--- src/rtl/calc_pkg.sv ---
// Shared calculator definitions: operand write modes and default datapath sizes.
package calc_pkg;

    localparam int WIDTH_DEF   = 8;
    localparam int DIGIT_W_DEF = 4;

    typedef enum logic [1:0] {
        MODE_LOAD  = 2'b00,
        MODE_SHIFT = 2'b01,
        MODE_CLEAR = 2'b10,
        MODE_INCR  = 2'b11
    } wrMode_e;

endpackage

--- src/rtl/operand_reg_slice.sv ---
// One operand register with its valid and sticky overflow flags, updated by the
// selected write mode or by a bank-wide synchronous clear.
module operand_reg_slice
    import calc_pkg::*;
#(
    parameter int WIDTH   = WIDTH_DEF,
    parameter int DIGIT_W = DIGIT_W_DEF
) (
    input  logic             clk,
    input  logic             reset,
    input  logic             clear_i,
    input  logic             we_i,
    input  logic [1:0]       mode_i,
    input  logic [WIDTH-1:0] data_i,
    output logic [WIDTH-1:0] q_o,
    output logic             valid_o,
    output logic             ovf_o
);

    logic [WIDTH-1:0] q_q, q_d;
    logic             valid_q, valid_d;
    logic             ovf_q, ovf_d;
    logic [WIDTH:0]   incrSum;
    logic [WIDTH-1:0] shifted;

    assign incrSum = {1'b0, q_q} + (WIDTH+1)'(1);
    assign shifted = (q_q << DIGIT_W) | WIDTH'(data_i[DIGIT_W-1:0]);

    // Clear wins over any write; a SHIFT overflows when a nonzero top digit falls off.
    always_comb begin
        q_d     = q_q;
        valid_d = valid_q;
        ovf_d   = ovf_q;
        if (clear_i) begin
            q_d     = '0;
            valid_d = 1'b0;
            ovf_d   = 1'b0;
        end else if (we_i) begin
            case (mode_i)
                MODE_LOAD: begin
                    q_d     = data_i;
                    valid_d = 1'b1;
                    ovf_d   = 1'b0;
                end
                MODE_SHIFT: begin
                    q_d     = shifted;
                    valid_d = 1'b1;
                    ovf_d   = ovf_q | (q_q[WIDTH-1 -: DIGIT_W] != '0);
                end
                MODE_CLEAR: begin
                    q_d     = '0;
                    valid_d = 1'b0;
                    ovf_d   = 1'b0;
                end
                default: begin
                    q_d   = incrSum[WIDTH-1:0];
                    ovf_d = ovf_q | incrSum[WIDTH];
                end
            endcase
        end
    end

    always_ff @(posedge clk or posedge reset) begin
        if (reset) begin
            q_q     <= '0;
            valid_q <= 1'b0;
            ovf_q   <= 1'b0;
        end else begin
            q_q     <= q_d;
            valid_q <= valid_d;
            ovf_q   <= ovf_d;
        end
    end

    assign q_o     = q_q;
    assign valid_o = valid_q;
    assign ovf_o   = ovf_q;

endmodule

--- src/rtl/operand_reg_bank.sv ---
// Bank of operand registers with two combinational read ports; out-of-range
// indices are ignored on write and read back as zero.
module operand_reg_bank
    import calc_pkg::*;
#(
    parameter int WIDTH   = WIDTH_DEF,
    parameter int NREGS   = 2,
    parameter int DIGIT_W = DIGIT_W_DEF,
    parameter int SELW    = (NREGS > 1) ? $clog2(NREGS) : 1
) (
    input  logic             clk,
    input  logic             reset,
    input  logic             clear_all,
    input  logic             wr_en,
    input  logic [SELW-1:0]  wr_sel,
    input  logic [1:0]       wr_mode,
    input  logic [WIDTH-1:0] wr_data,
    input  logic [SELW-1:0]  rd_sel_a,
    input  logic [SELW-1:0]  rd_sel_b,
    output logic [WIDTH-1:0] rd_data_a,
    output logic [WIDTH-1:0] rd_data_b,
    output logic [NREGS-1:0] valid,
    output logic [NREGS-1:0] ovf,
    output logic             all_valid
);

    logic [WIDTH-1:0] regQ [NREGS];

    for (genvar i = 0; i < NREGS; i++) begin : gSlice
        operand_reg_slice #(
            .WIDTH   (WIDTH),
            .DIGIT_W (DIGIT_W)
        ) uSlice (
            .clk     (clk),
            .reset   (reset),
            .clear_i (clear_all),
            .we_i    (wr_en && (wr_sel == SELW'(i))),
            .mode_i  (wr_mode),
            .data_i  (wr_data),
            .q_o     (regQ[i]),
            .valid_o (valid[i]),
            .ovf_o   (ovf[i])
        );
    end

    // Indices with no matching register leave the zero default in place.
    always_comb begin
        rd_data_a = '0;
        rd_data_b = '0;
        for (int i = 0; i < NREGS; i++) begin
            if (rd_sel_a == SELW'(i)) rd_data_a = regQ[i];
            if (rd_sel_b == SELW'(i)) rd_data_b = regQ[i];
        end
    end

    assign all_valid = &valid;

endmodule
--- config.mk ---
export PLATFORM = sky130hd
export DESIGN_NAME = operand_reg_bank
export DESIGN_NICKNAME = d
export VERILOG_FILES = /design/src/rtl/calc_pkg.sv /design/src/rtl/operand_reg_slice.sv /design/src/rtl/operand_reg_bank.sv
export SDC_FILE = /design/constraint.sdc
export NUM_CORES = 1
export LEC_CHECK = 0
export BUFFER_PORTS_ARGS = -buffer_cell sky130_fd_sc_hd__buf_2
export CORE_MARGIN = 5
export CORE_UTILIZATION = 50
export CTS_CLUSTER_DIAMETER = 80
export CTS_CLUSTER_SIZE = 8
export DETAILED_ROUTE_END_ITERATION = 7
export GPL_TIMING_DRIVEN = 0
export HOLD_SLACK_MARGIN = 0.03
export PLACE_DENSITY = 0.84
export SYNTH_ARGS = -nofsm -noshare
export SYNTH_HDL_FRONTEND = slang
export SYNTH_SLANG_ARGS = --single-unit
--- constraint.sdc ---
create_clock -name clk -period 2.2 [get_ports clk]
set_input_delay 0 -clock clk [delete_from_list [all_inputs] [get_ports clk]]
set_output_delay 0 -clock clk [all_outputs]
set_load 0.03 [all_outputs]
Word level (Yosys, flattened, before mapping). Cells that the tools add are included.

Add/subtract/negate cells: 2. Eq/ne operators: 2. Multiplexer cells: 19. Bitwise logic cells: 7. Reductions and logical operators: 13.

Operators with widths (count): $mux W8 (6); $pmux W8 S3 (2); $add A8 B1 Y9 const B (2); $or A8 B4 Y8 (2); $mux W1 (8); $reduce_bool A4 Y1 (2); $pmux W1 S2 (3); $reduce_and A2 Y1 (3); $or A1 B1 Y1 (4); $reduce_bool A2 Y1 (2); $reduce_or A2 Y1 (2); $reduce_bool A3 Y1 (1); $eq A2 B1 Y1 const B (1); $eq A2 B2 Y1 const B (1); $logic_and A1 B1 Y1 (2); $logic_not A2 Y1 (1); $not A1 Y1 (1).

Bits in registers: 20. Input port bits: 17.

Depth between registers and ports, before layout. Gate-level depths: netlist (run 1).

Depth in word-level cells: 5. Gate-level depth with buffers: 7. Gate-level depth less buffers: 5.

Hierarchy. From an unflattened synthesis (run 1), not the netlist that was laid out.

Cells, all modules: 183. Area, all modules: 1682.9 µm².

Modules (own cells, without submodules): operand_reg_slice (instances 2, cells an instance 81, area each 700.7 µm², seq. area each 250.2 µm²); operand_reg_bank (instances 1, cells an instance 21, area each 281.5 µm², seq. area each 0.0 µm²).

Least setup slack after synthesis (run 1). No wires, ideal clock.

Kind: register to register. Start: reg gSlice[0].uSlice.q_q[0]. End: reg gSlice[0].uSlice.q_q[6]. Library setup time: 140 ps. Data arrival time: 1243 ps. Data required time: 2060 ps. Setup slack: 817 ps. Cell stages (with the launch flop): 6. Path buffers: 0. Period minus slack after synthesis: 1383 ps. Path through: dfrtp_1 > ha_1 > and4_1 > a21o_1 > a21oi_1 > nor3_1.

Longest elaborated chain between the ends: 4.

RTL lines: from (decl) (line operand_reg_slice.sv:20) `logic [WIDTH-1:0] q_q, q_d;`; from (signal assigned) (line operand_reg_slice.sv:69) `q_q <= q_d;`; $add A8 B1 Y9 (line operand_reg_slice.sv:26) `assign incrSum = {1'b0, q_q} + (WIDTH+1)'(1);`; $pmux W8 S3 (line operand_reg_slice.sv:39) `case (mode_i)`; $mux W8 (line operand_reg_slice.sv:38) `end else if (we_i) begin`; $mux W8 (line operand_reg_slice.sv:34) `if (clear_i) begin`.

No other way between the ends. The select of a mux whose other input is x is not followed. A chain may end at the register's enable or synchronous reset.

Worst setup path after layout (run 1). Ends and elaborated chain as after synthesis.

==> reports/qor.json, run 1 <==
{
  "min_path": {
    "whs_path_depth": 2,
    "hp-class": "in2reg",
    "critical_hold_path_startpoint": "clear_all",
    "worst_hold_path.endpoint": "gSlice[1].uSlice.valid_o$_DFFE_PP0P_"
  },
  "layout": {
    "fin_area_sq_um": 1850,
    "antenna_cells": 0,
    "syn_to_final_growth_pct": 16.5,
    "post_route_cells_drive_above_1_share_pct": 35.6,
    "final-instance-count-excl-fill": 266,
    "nets": 243
  },
  "placed_design": {
    "detailedPlacementHpwl_microns": 3230,
    "port_buffers": 33,
    "number_of_cells_in_the_design_after_placement": 261,
    "place.gp.congestion": 0.915,
    "place_ws_ns": 0.651,
    "placed_cell_area_sq_um": 1810
  },
  "power_and_ir_drop": {
    "cellLeakagePower_nw": 0.859,
    "power_density_nw_per_um2": 456,
    "vdd.ir_drop.worst_mv": 0.279
  },
  "timing": {
    "finalCriticalPeriod_ns": 1.57,
    "setup_viol": 0,
    "period_share_pct": 71.4,
    "worst_slack_ns": 0.629,
    "clock.fmax_ghz": 0.637,
    "rsz0062_at_grt": "false",
    "final_hold_violating_endpoints": 0,
    "timing_worst_slew_pin_value_ns": 0.784,
    "totalNegativeSetupSlack_ns": 0,
    "timing.slew.headroom_pct": 47.7,
    "worst_hold_slack_after_final_layout_ns": 0.112,
    "fin_skew_ns": 0.000762,
    "timing.final.max_slew_violations": 0
  },
  "clock_network": {
    "cts_inserted_buffers": 3,
    "clk_pin_slew_worst_paths_ns": 0.11,
    "cts_root_buf": "clkbuf_4",
    "cts.path.max_buffers": 2,
    "cts.hold.buffers_added": 2,
    "cts_num_sinks": 20,
    "post-cts-setup-buffers": 0,
    "cts_tree": "built",
    "clk_latency_ns": 0.30,
    "ctsResizeCount": 0,
    "htree_num_levels": 1
  },
  "grt": {
    "grt_usage_pct": 22.4,
    "maximum_number_of_pins_on_one_net_before_global_route_repair": 21,
    "wire_length_of_the_first_global_routing_pass_microns": 7610,
    "gr-total-overflow": 0,
    "initial_antenna_violation_count": 0,
    "use_met2_pct": 34.1,
    "gr-usage-met1_pct": 31.6,
    "gr-usage-met3_pct": 3.57,
    "first_global_vias": 1549,
    "top_usage_layer": "met2"
  },
  "synth": {
    "yosys_register_bits": 20,
    "synth_commonest_cells": "20 x dfrtp_1, 17 x a21oi_1, 16 x mux2_2, 13 x nor2_1, 13 x o21ai_0",
    "synth_area_sq_um": 1590,
    "synth.lib_cells_used.distinct": 41,
    "ys.warnings.count": 0,
    "post_synth_edffs": 0,
    "postSynthNetCount": 203,
    "asr_flop_ratio_synth_pct": 100,
    "syn_inst": 184,
    "netlist_top_cells_area": "dfrtp_1 31%, mux2_2 11%, a21oi_1 5.3%",
    "synth_area_leader_cell": "dfrtp_1",
    "synth_top_area_share_pct": 31.4,
    "top_count_cell_post_synth": "dfrtp_1",
    "syn_avg_cell_area_sq_um": 8.65,
    "synth_seq_area_share_pct": 31.4,
    "dominantRegCellSynth": "dfrtp_1"
  },
  "route": {
    "drt_wl_total_microns": 4390,
    "first_pass_iters": 4,
    "total_via_count_in_the_routed_design": 1612,
    "drt.antenna.violating_nets": 0,
    "detail_route.iter0.violations": 116,
    "vias_per_cell": 6.06,
    "wl_per_cell_microns": 16.5,
    "final_routed_drc_violation_total": 0
  },
  "worst_setup_path": {
    "timing.reg2reg.worst_path_depth": 5,
    "cp_max_fo": 9,
    "timing.setup.critical_path_class": "reg2reg",
    "worstSetupStartpointType": "register",
    "worst_r2r_endpoint": "gSlice[0].uSlice.q_o[6]$_DFFE_PP0P_",
    "required_ns": 2.36,
    "worst_ep_arrival_time_ns": 1.73,
    "regToRegStartpoint": "gSlice[0].uSlice.q_o[0]$_DFFE_PP0P_",
    "r2r_setup_slack_ns": 0.63,
    "setup.worst_path.end_class": "register"
  },
  "floorplan": {
    "ports": 38,
    "die-height_microns": 66.4,
    "core_region_area_sq_um": 3050,
    "initial_cell_density_of_the_core_pct": 52.1,
    "die_area_sq_um": 4410,
    "placementRows": 20,
    "die_x_microns": 66.4
  },
  "run": {
    "max_cap_violations": 0
  },
  "run_status": {
    "outcome": "complete, no violations"
  }
}
[registers in the layout, indices dropped and copies added (netlist names)]
| name | cells |
|---|---|
| gSlice.uSlice.ovf_o | 2 |
| gSlice.uSlice.q_o | 16 |
| gSlice.uSlice.valid_o | 2 |
[cells by family (layout without fill, tap and decap cells)]
family,after synthesis,in the layout,synth area share [%]
AOI/OAI and AO/OA,57,57,24.2
adders and majority gates,2,2,1.57
buffers and inverters,23,61,8.49
DFF,20,20,31.4
muxes,20,20,13.8
and+or+nand+nor,62,62,20.4
[layer usage]
layer / share of wire, % / vias to the layer above
li1: - / 752
met1: 42 / 757
met2: 46 / 94
met3: 10 / 9
met4: 1.6 / 0
met5: 0 / -
[layout make-up]
| cell class | instances | area (sq um) |
|---|---|---|
| multi-input cells | 141 | 956 |
| flip-flops and latches | 20 | 500 |
| fillers | 315 | 1200 |
| clock buffers | 3 | 22.5 |
| well taps | 44 | 55.1 |
| inverters | 4 | 15.0 |
| repair buffers | 35 | 185 |
| plain buffers | 19 | 120 |
[per-stage QoR]
stage                     utilization (%)  power, mW
after detailed placement             59.3      0.674
after CTS                            60.7      0.849
after floorplan                         -      0.603
final                                60.7      0.846
after global routing                 60.7      0.900
after global placement               59.3      0.670
[how the worst max path moves through the flow]
stage | from | endpoint | slack (ns) | cells past startpoint
6_report | gSlice[0].uSlice.q_o[0]$_DFFE_PP0P_ | gSlice[0].uSlice.q_o[6]$_DFFE_PP0P_ | 0.63 | 5
5_1_grt | gSlice[0].uSlice.q_o[0]$_DFFE_PP0P_ | gSlice[0].uSlice.q_o[6]$_DFFE_PP0P_ | 0.53 | 5
4_1_cts | gSlice[0].uSlice.q_o[0]$_DFFE_PP0P_ | gSlice[0].uSlice.q_o[6]$_DFFE_PP0P_ | 0.64 | 5
3_5_place_dp | gSlice[0].uSlice.q_o[0]$_DFFE_PP0P_ | gSlice[0].uSlice.q_o[6]$_DFFE_PP0P_ | 0.65 | 5
3_3_place_gp | gSlice[0].uSlice.q_o[0]$_DFFE_PP0P_ | gSlice[0].uSlice.q_o[6]$_DFFE_PP0P_ | 0.68 | 5
2_1_floorplan | gSlice[0].uSlice.q_o[0]$_DFFE_PP0P_ | gSlice[0].uSlice.q_o[6]$_DFFE_PP0P_ | 0.82 | 5
[worst max-delay path: stages (launching register included)]
cell and delay (ns):
dfrtp_1 0.50, ha_1 0.29, and4_1 0.26, a21o_1 0.19
a21oi_1 0.13, nor3_1 0.06
[cell usage in the layout, fill, tap and decap left out, types with 3 or more instances in the layout]
master / n
a211oi_2: 3
a21oi_1: 17
a311oi_1: 4
buf_2: 39
buf_4: 5
buf_6: 3
clkbuf_1: 5
clkbuf_4: 3
dfrtp_1: 20
inv_1: 4
mux2_2: 16
mux2i_1: 4
nand2_1: 11
nand2b_1: 5
nand3_1: 8
nor2_1: 13
nor2b_1: 4
nor3_1: 9
o21ai_0: 13
o22ai_1: 5
[power by group]
| part | internal (mW) | switching, mW |
|---|---|---|
| Sequential | 0.385 | 0.0318 |
| Clock | 0.0638 | 0.110 |
| Combinational | 0.102 | 0.154 |
| Total | 0.551 | 0.295 |
No activity file was read; power rests on OpenSTA's default activity.
==> run 2, diff against run 1 <==
==> constraint.sdc (replaced) <==
create_clock -name clk -period 1.6 [get_ports clk]
set_input_delay 0 -clock clk [delete_from_list [all_inputs] [get_ports clk]]
set_output_delay 0 -clock clk [all_outputs]
set_load 0.03 [all_outputs]
==> reports/qor.json, run 2 (same netlist as run 1, synthesis figures left out) <==
{
  "power_and_ir_drop": {
    "vdd.ir_drop.worst": {"value": 0.386, "unit": "mV", "change": "+38%"},
    "p_total": {"value": 1.17, "unit": "mW", "change": "+38%"},
    "power_density": {"value": 627, "unit": "nW/um^2", "change": "+37%"},
    "cellLeakagePower": {"value": 0.858, "unit": "nW", "change": "about the same"}
  },
  "route": {
    "drt.antenna.violating_nets": {"value": 0, "change": "unchanged"},
    "vias_per_cell": {"value": 6.08, "change": "+0.37%"},
    "total_via_count_in_the_routed_design": {"value": 1624, "change": "+0.74%"},
    "first_pass_iters": {"value": 4, "change": "unchanged"},
    "final_routed_drc_violation_total": {"value": 0, "change": "unchanged"},
    "detail_route.iter0.violations": {"value": 86, "change": "-26%"},
    "drt_wl_total": {"value": 4440, "unit": "microns", "change": "+1.1%"},
    "wl_per_cell": {"value": 16.6, "unit": "microns", "change": "+0.76%"}
  },
  "floorplan": {
    "ports": {"value": 38, "change": "unchanged"},
    "core_region_area": {"value": 3050, "unit": "sq um", "change": "unchanged"},
    "die-height": {"value": 66.4, "unit": "microns", "change": "unchanged"},
    "placementRows": {"value": 20, "change": "unchanged"},
    "die_x": {"value": 66.4, "unit": "microns", "change": "unchanged"},
    "initial_cell_density_of_the_core": {"value": 52.1, "unit": "%", "change": "unchanged"},
    "die_area": {"value": 4410, "unit": "sq um", "change": "unchanged"}
  },
  "placed_design": {
    "detailedPlacementHpwl": {"value": 3230, "unit": "microns", "change": "unchanged"},
    "number_of_cells_in_the_design_after_placement": {"value": 261, "change": "unchanged"},
    "place.gp.congestion": {"value": 0.915, "change": "unchanged"},
    "port_buffers": {"value": 33, "change": "unchanged"}
  },
  "clock_network": {
    "clk_latency": {"value": 0.30, "unit": "ns", "change": "about the same"},
    "cts_num_sinks": {"value": 20, "change": "unchanged"},
    "cts.path.max_buffers": {"value": 2, "change": "unchanged"},
    "clk_pin_slew_worst_paths": {"value": 0.12, "unit": "ns", "change": "about the same"},
    "cts_root_buf": "clkbuf_4",
    "htree_num_levels": {"value": 1, "change": "unchanged"},
    "cts_tree": "built",
    "cts_inserted_buffers": {"value": 3, "change": "unchanged"}
  },
  "worst_setup_path": {
    "crit_path_max_incr_delay": {"value": 0.47, "unit": "ns", "change": "-0.03 ns"},
    "crit_path_cell_trace": "ha_1 > and4_1 > a21o_1 > a21oi_1 > nor3_1",
    "critPathBufInv": {"value": 0, "change": "unchanged"},
    "cp_max_fo": {"value": 8, "change": "-1"},
    "worstSetupStartpointType": "register",
    "cpMaxStageDelayCell": "dfrtp_2",
    "timing.reg2reg.worst_path_depth": {"value": 5, "change": "unchanged"},
    "regToRegStartpoint": "gSlice[0].uSlice.q_o[1]$_DFFE_PP0P_",
    "worst_ep_arrival_time": {"value": 1.65, "unit": "ns", "change": "-0.08 ns"},
    "required": {"value": 1.76, "unit": "ns", "change": "-0.60 ns"},
    "worst_r2r_endpoint": "gSlice[0].uSlice.q_o[6]$_DFFE_PP0P_",
    "r2r_setup_slack": {"value": 0.10, "unit": "ns", "change": "-0.52 ns"},
    "setup.worst_path.end_class": "register",
    "timing.critical_path.max_delay_family": "flip-flops",
    "timing.setup.critical_path_class": "reg2reg"
  },
  "run_status": {
    "outcome": "complete, no violations"
  },
  "grt": {
    "grt_usage": {"value": 22.4, "unit": "%", "change": "unchanged"},
    "maximum_number_of_pins_on_one_net_before_global_route_repair": {"value": 21, "change": "unchanged"},
    "first_global_vias": {"value": 1549, "change": "unchanged"},
    "wire_length_of_the_first_global_routing_pass": {"value": 7610, "unit": "microns", "change": "unchanged"},
    "gr-total-overflow": {"value": 0, "change": "unchanged"},
    "initial_antenna_violation_count": {"value": 0, "change": "unchanged"}
  },
  "run": {
    "max_cap_violations": {"value": 0, "change": "unchanged"}
  },
  "min_path": {
    "hp-class": "in2reg",
    "whs_path_depth": {"value": 2, "change": "unchanged"},
    "worst_hold_path.endpoint": "gSlice[1].uSlice.valid_o$_DFFE_PP0P_",
    "critical_hold_path_startpoint": "clear_all"
  },
  "layout": {
    "post_route_cells_drive_above_1_share": {"value": 37.7, "unit": "%", "change": "+2.1 points"},
    "layout_commonest_cell": "buf_2",
    "most-common-layout-cells": "39 x buf_2, 17 x a21oi_1, 16 x mux2_2, 16 x dfrtp_1",
    "syn_to_final_growth_pct": 17.3,
    "antenna_cells": {"value": 0, "change": "unchanged"},
    "final-instance-count-excl-fill": {"value": 267, "change": "+0.38%"},
    "nets": {"value": 244, "change": "+0.41%"},
    "final.fill_count": {"value": 311, "change": "-1.3%"},
    "max_ffs_per_register": {"value": 16, "change": "unchanged"}
  },
  "timing": {
    "timing.final.max_slew_violations": {"value": 0, "change": "unchanged"},
    "timing_worst_slew_pin_value": {"value": 0.780, "unit": "ns", "change": "-0.00413 ns"},
    "finalCriticalPeriod": {"value": 1.50, "unit": "ns", "change": "-0.0757 ns"},
    "final_hold_violating_endpoints": {"value": 0, "change": "unchanged"},
    "fin_skew": {"value": 0.000766, "unit": "ns", "change": "+0.00000400 ns"},
    "period_share": {"value": 93.4, "unit": "%", "change": "+22 points"},
    "clock.fmax": {"value": 0.669, "unit": "GHz", "change": "+5.1%"},
    "setup_viol": {"value": 0, "change": "unchanged"},
    "timing.slew.headroom": {"value": 48.0, "unit": "%", "change": "+0.28 points"}
  }
}
==> run 2: cell types whose count changed in the layout (fill, tap and decap cells not counted), sizes merged <==
cell and delta:
buf +1
==> run 2: power breakdown <==
part	total, mW	internal [mW]	switching (mW)
Sequential	0.572	0.531	0.0414
Combinational	0.359	0.143	0.216
Clock	0.239	0.0877	0.152
Total	1.17	0.761	0.409
==> run 2: final cells by class <==
| type | count | area [sq um] | share of cell area [%] |
|---|---|---|---|
| plain buffers | 19 | 120 | 6.43 |
| well taps | 44 | 55.1 | 2.95 |
| multi-input cells | 141 | 956 | 51.2 |
| clock buffers | 3 | 22.5 | 1.21 |
| repair buffers | 36 | 193 | 10.3 |
| inverters | 4 | 15.0 | 0.804 |
| flip-flops and latches | 20 | 505 | 27.1 |
==> run 2: metrics by stage <==
step	area [sq um]	util (%)	hold slack [ns]	worst slack [ns]	setup TNS, ns
finish	1870	61.1	0.106	0.105	0
global route	1870	61.1	0.159	-0.0106	-0.0106
CTS	1850	60.7	0.101	0.0387	0
detailed placement	1810	59.3	0.180	0.0507	0
global placement	1810	59.3	0.179	0.0832	0
floorplan	1590	-	-0.0362	0.217	0
==> run 2: timing repair <==
item | in CTS | in global routing
resized for setup | 0 | 4
buffers inserted | 0 | 1
hold buffers | 2 | 0
hold endpoints to repair | 22 | 0
setup endpoints to repair | 0 | 5
==> run 2: worst max path at each step <==
| stage | startpoint | endpoint | depth (start not counted) |
|---|---|---|---|
| after floorplan | gSlice[0].uSlice.q_o[0]$_DFFE_PP0P_ | gSlice[0].uSlice.q_o[6]$_DFFE_PP0P_ | 5 |
| after global placement | gSlice[0].uSlice.q_o[0]$_DFFE_PP0P_ | gSlice[0].uSlice.q_o[6]$_DFFE_PP0P_ | 5 |
| after detailed placement | gSlice[0].uSlice.q_o[0]$_DFFE_PP0P_ | gSlice[0].uSlice.q_o[6]$_DFFE_PP0P_ | 5 |
| after CTS | gSlice[0].uSlice.q_o[0]$_DFFE_PP0P_ | gSlice[0].uSlice.q_o[6]$_DFFE_PP0P_ | 5 |
| after global routing | gSlice[0].uSlice.q_o[1]$_DFFE_PP0P_ | gSlice[0].uSlice.q_o[6]$_DFFE_PP0P_ | 5 |
| final | gSlice[0].uSlice.q_o[1]$_DFFE_PP0P_ | gSlice[0].uSlice.q_o[6]$_DFFE_PP0P_ | 5 |
==> run 2: worst reg2reg max path, stage by stage (launching register included) <==
cell and delay (ns):
dfrtp_2 0.47, ha_1 0.24, and4_1 0.26, a21o_1 0.19, a21oi_1 0.14, nor3_1 0.06
==> run 2: routing by layer <==
metal | track usage [%] | vias up | share of wire, %
li1 | - | 752 | -
met1 | 31.6 | 769 | 42
met2 | 34.1 | 89 | 46
met3 | 3.57 | 14 | 10
met4 | 8.38 | 0 | 2.3
met5 | 0 | - | 0
==> run 3, diff against run 2 <==
--- a/config.mk
+++ b/config.mk
@@ -14,6 +14,7 @@
 export GPL_TIMING_DRIVEN = 0
 export HOLD_SLACK_MARGIN = 0.03
 export PLACE_DENSITY = 0.84
+export RECOVER_POWER = 50
 export SYNTH_ARGS = -nofsm -noshare
 export SYNTH_HDL_FRONTEND = slang
 export SYNTH_SLANG_ARGS = --single-unit
==> reports/qor.json, run 3 (same netlist as run 1, synthesis figures left out) <==
{
  "grt": {
    "first_global_vias": {"value": 1549, "change": "unchanged"},
    "wire_length_of_the_first_global_routing_pass": {"value": 7610, "unit": "microns", "change": "unchanged"},
    "gr-total-overflow": {"value": 0, "change": "unchanged"},
    "initial_antenna_violation_count": {"value": 0, "change": "unchanged"},
    "maximum_number_of_pins_on_one_net_before_global_route_repair": {"value": 21, "change": "unchanged"},
    "grt_usage": {"value": 22.4, "unit": "%", "change": "unchanged"}
  },
  "worst_setup_path": {
    "worst_ep_arrival_time": {"value": 1.66, "unit": "ns", "change": "about the same"},
    "critPathBufInv": {"value": 0, "change": "unchanged"},
    "crit_path_max_incr_delay": {"value": 0.47, "unit": "ns", "change": "about the same"},
    "setup.worst_path.end_class": "register",
    "crit_path_cell_trace": "ha_1 > and4_1 > a21o_1 > a21oi_1 > nor3_1",
    "worstSetupStartpointType": "register",
    "timing.reg2reg.worst_path_depth": {"value": 5, "change": "unchanged"},
    "cp_max_fo": {"value": 8, "change": "unchanged"},
    "timing.setup.critical_path_class": "reg2reg",
    "cpMaxStageDelayCell": "dfrtp_2",
    "timing.critical_path.max_delay_family": "flip-flops",
    "cp_num_cells": {"value": 5, "change": "unchanged"},
    "required": {"value": 1.76, "unit": "ns", "change": "about the same"}
  },
  "timing": {
    "finalCriticalPeriod": {"value": 1.50, "unit": "ns", "change": "+0.00457 ns"},
    "period_share": {"value": 93.7, "unit": "%", "change": "+0.29 points"},
    "timing_worst_slew_pin_value": {"value": 0.794, "unit": "ns", "change": "+0.0137 ns"},
    "setup_viol": {"value": 0, "change": "unchanged"},
    "final_hold_violating_endpoints": {"value": 0, "change": "unchanged"},
    "timing.slew.headroom": {"value": 47.0, "unit": "%", "change": "-0.92 points"},
    "totalNegativeSetupSlack": {"value": 0, "unit": "ns", "change": "unchanged"},
    "fin_skew": {"value": 0.000685, "unit": "ns", "change": "-0.0000812 ns"},
    "clock.fmax": {"value": 0.667, "unit": "GHz", "change": "-0.30%"},
    "timing.final.max_slew_violations": {"value": 0, "change": "unchanged"}
  },
  "floorplan": {
    "die-height": {"value": 66.4, "unit": "microns", "change": "unchanged"},
    "core_region_area": {"value": 3050, "unit": "sq um", "change": "unchanged"},
    "die_x": {"value": 66.4, "unit": "microns", "change": "unchanged"},
    "ports": {"value": 38, "change": "unchanged"},
    "placementRows": {"value": 20, "change": "unchanged"},
    "die_area": {"value": 4410, "unit": "sq um", "change": "unchanged"},
    "initial_cell_density_of_the_core": {"value": 52.1, "unit": "%", "change": "unchanged"}
  },
  "placed_design": {
    "placed_cell_area": {"value": 1810, "unit": "sq um", "change": "unchanged"},
    "number_of_cells_in_the_design_after_placement": {"value": 261, "change": "unchanged"},
    "detailedPlacementHpwl": {"value": 3230, "unit": "microns", "change": "unchanged"},
    "port_buffers": {"value": 33, "change": "unchanged"},
    "place.gp.congestion": {"value": 0.915, "change": "unchanged"}
  },
  "min_path": {
    "whs_path_depth": {"value": 2, "change": "unchanged"},
    "hp-class": "in2reg"
  },
  "clock_network": {
    "cts_num_sinks": {"value": 20, "change": "unchanged"},
    "cts_tree": "built",
    "htree_num_levels": {"value": 1, "change": "unchanged"},
    "cts.path.max_buffers": {"value": 2, "change": "unchanged"},
    "cts_root_buf": "clkbuf_4",
    "cts_inserted_buffers": {"value": 3, "change": "unchanged"},
    "clk_latency": {"value": 0.30, "unit": "ns", "change": "about the same"},
    "clk_pin_slew_worst_paths": {"value": 0.12, "unit": "ns", "change": "about the same"}
  },
  "route": {
    "total_via_count_in_the_routed_design": {"value": 1630, "change": "+0.37%"},
    "drt.antenna.violating_nets": {"value": 0, "change": "unchanged"},
    "final_routed_drc_violation_total": {"value": 0, "change": "unchanged"},
    "first_pass_iters": {"value": 4, "change": "unchanged"},
    "wl_per_cell": {"value": 16.6, "unit": "microns", "change": "-0.14%"},
    "drt_wl_total": {"value": 4430, "unit": "microns", "change": "-0.14%"},
    "detail_route.iter0.violations": {"value": 78, "change": "-9.3%"},
    "vias_per_cell": {"value": 6.10, "change": "+0.37%"}
  },
  "power_and_ir_drop": {
    "cellLeakagePower": {"value": 0.833, "unit": "nW", "change": "-3.0%"},
    "vdd.ir_drop.worst": {"value": 0.388, "unit": "mV", "change": "+0.57%"},
    "p_total": {"value": 1.17, "unit": "mW", "change": "about the same"},
    "power_density": {"value": 630, "unit": "nW/um^2", "change": "+0.49%"}
  },
  "layout": {
    "final-instance-count-excl-fill": {"value": 267, "change": "unchanged"},
    "layout_commonest_cell": "buf_2",
    "antenna_cells": {"value": 0, "change": "unchanged"},
    "most-common-layout-cells": "34 x buf_2, 17 x a21oi_1, 16 x mux2_2, 16 x dfrtp_1",
    "post_route_cells_drive_above_1_share": {"value": 35.0, "unit": "%", "change": "-2.7 points"},
    "fin_area": {"value": 1860, "unit": "sq um", "change": "-0.54%"},
    "nets": {"value": 244, "change": "unchanged"},
    "max_ffs_per_register": {"value": 16, "change": "unchanged"},
    "syn_to_final_growth_pct": 16.7,
    "utilization": {"value": 60.8, "unit": "%", "change": "-0.33 points"}
  },
  "run": {
    "max_cap_violations": {"value": 0, "change": "unchanged"}
  },
  "run_status": {
    "outcome": "complete, no violations"
  }
}
-- run 3: repair_timing --
action | CTS | global route
hold buffers | 2 | 0
setup buffers | 0 | 1
gates resized for setup | 0 | 4
endpoints found under the hold margin | 22 | 0
setup endpoints to repair | 0 | 5
-- run 3: power breakdown --
| part | leakage (nW) | switching [mW] | internal, mW |
|---|---|---|---|
| clock | 0.0138 | 0.154 | 0.0878 |
| combinational | 0.554 | 0.216 | 0.141 |
| sequential | 0.265 | 0.0410 | 0.531 |
| total | 0.833 | 0.411 | 0.759 |
-- run 3: final cells by class --
class | count | area (sq um)
plain buffers | 19 | 120
clock buffers | 3 | 22.5
fillers | 318 | 1200
inverters | 4 | 15.0
multi-input cells | 141 | 956
flip-flops and latches | 20 | 505
well taps | 44 | 55.1
repair buffers | 36 | 183
-- run 3: path summary, 6_finish.rpt --
kind                                                            from                                    to  slack (ns)
worst max-delay path             gSlice[0].uSlice.q_o[1]$_DFFE_PP0P_   gSlice[0].uSlice.q_o[6]$_DFFE_PP0P_        0.10
worst min-delay path                                       clear_all  gSlice[1].uSlice.valid_o$_DFFE_PP0P_        0.11
min in group asynchronous                                      reset   gSlice[1].uSlice.q_o[3]$_DFFE_PP0P_        0.37
worst min register to register  gSlice[0].uSlice.valid_o$_DFFE_PP0P_  gSlice[0].uSlice.valid_o$_DFFE_PP0P_        0.59
worst max register to register   gSlice[0].uSlice.q_o[1]$_DFFE_PP0P_   gSlice[0].uSlice.q_o[6]$_DFFE_PP0P_        0.10
max in group asynchronous                                      reset   gSlice[0].uSlice.q_o[1]$_DFFE_PP0P_        0.67
-- run 3: worst reg2reg max path, cell delays in order (launching register included) --
cell and delay [ns]:
dfrtp_2 0.47, ha_1 0.24, and4_1 0.27, a21o_1 0.19
a21oi_1 0.14, nor3_1 0.06
-- run 3: per-layer routing --
metal	share of wire, %	vias to the layer above	wire (microns)	GRT usage, %
met3	10	13	452	3.57
met4	1.8	0	80	8.38
met1	43	768	1890	31.6
li1	-	753	-	-
met2	45	96	2000	34.1
met5	0	-	0	0
-- run 3: metrics by stage --
stage | setup WS (ns) | hold WS [ns]
final | 0.100 | 0.114
after global routing | -0.0106 | 0.159
after CTS | 0.0387 | 0.101
after detailed placement | 0.0507 | 0.180
after global placement | 0.0832 | 0.179
after floorplan | 0.217 | -0.0362
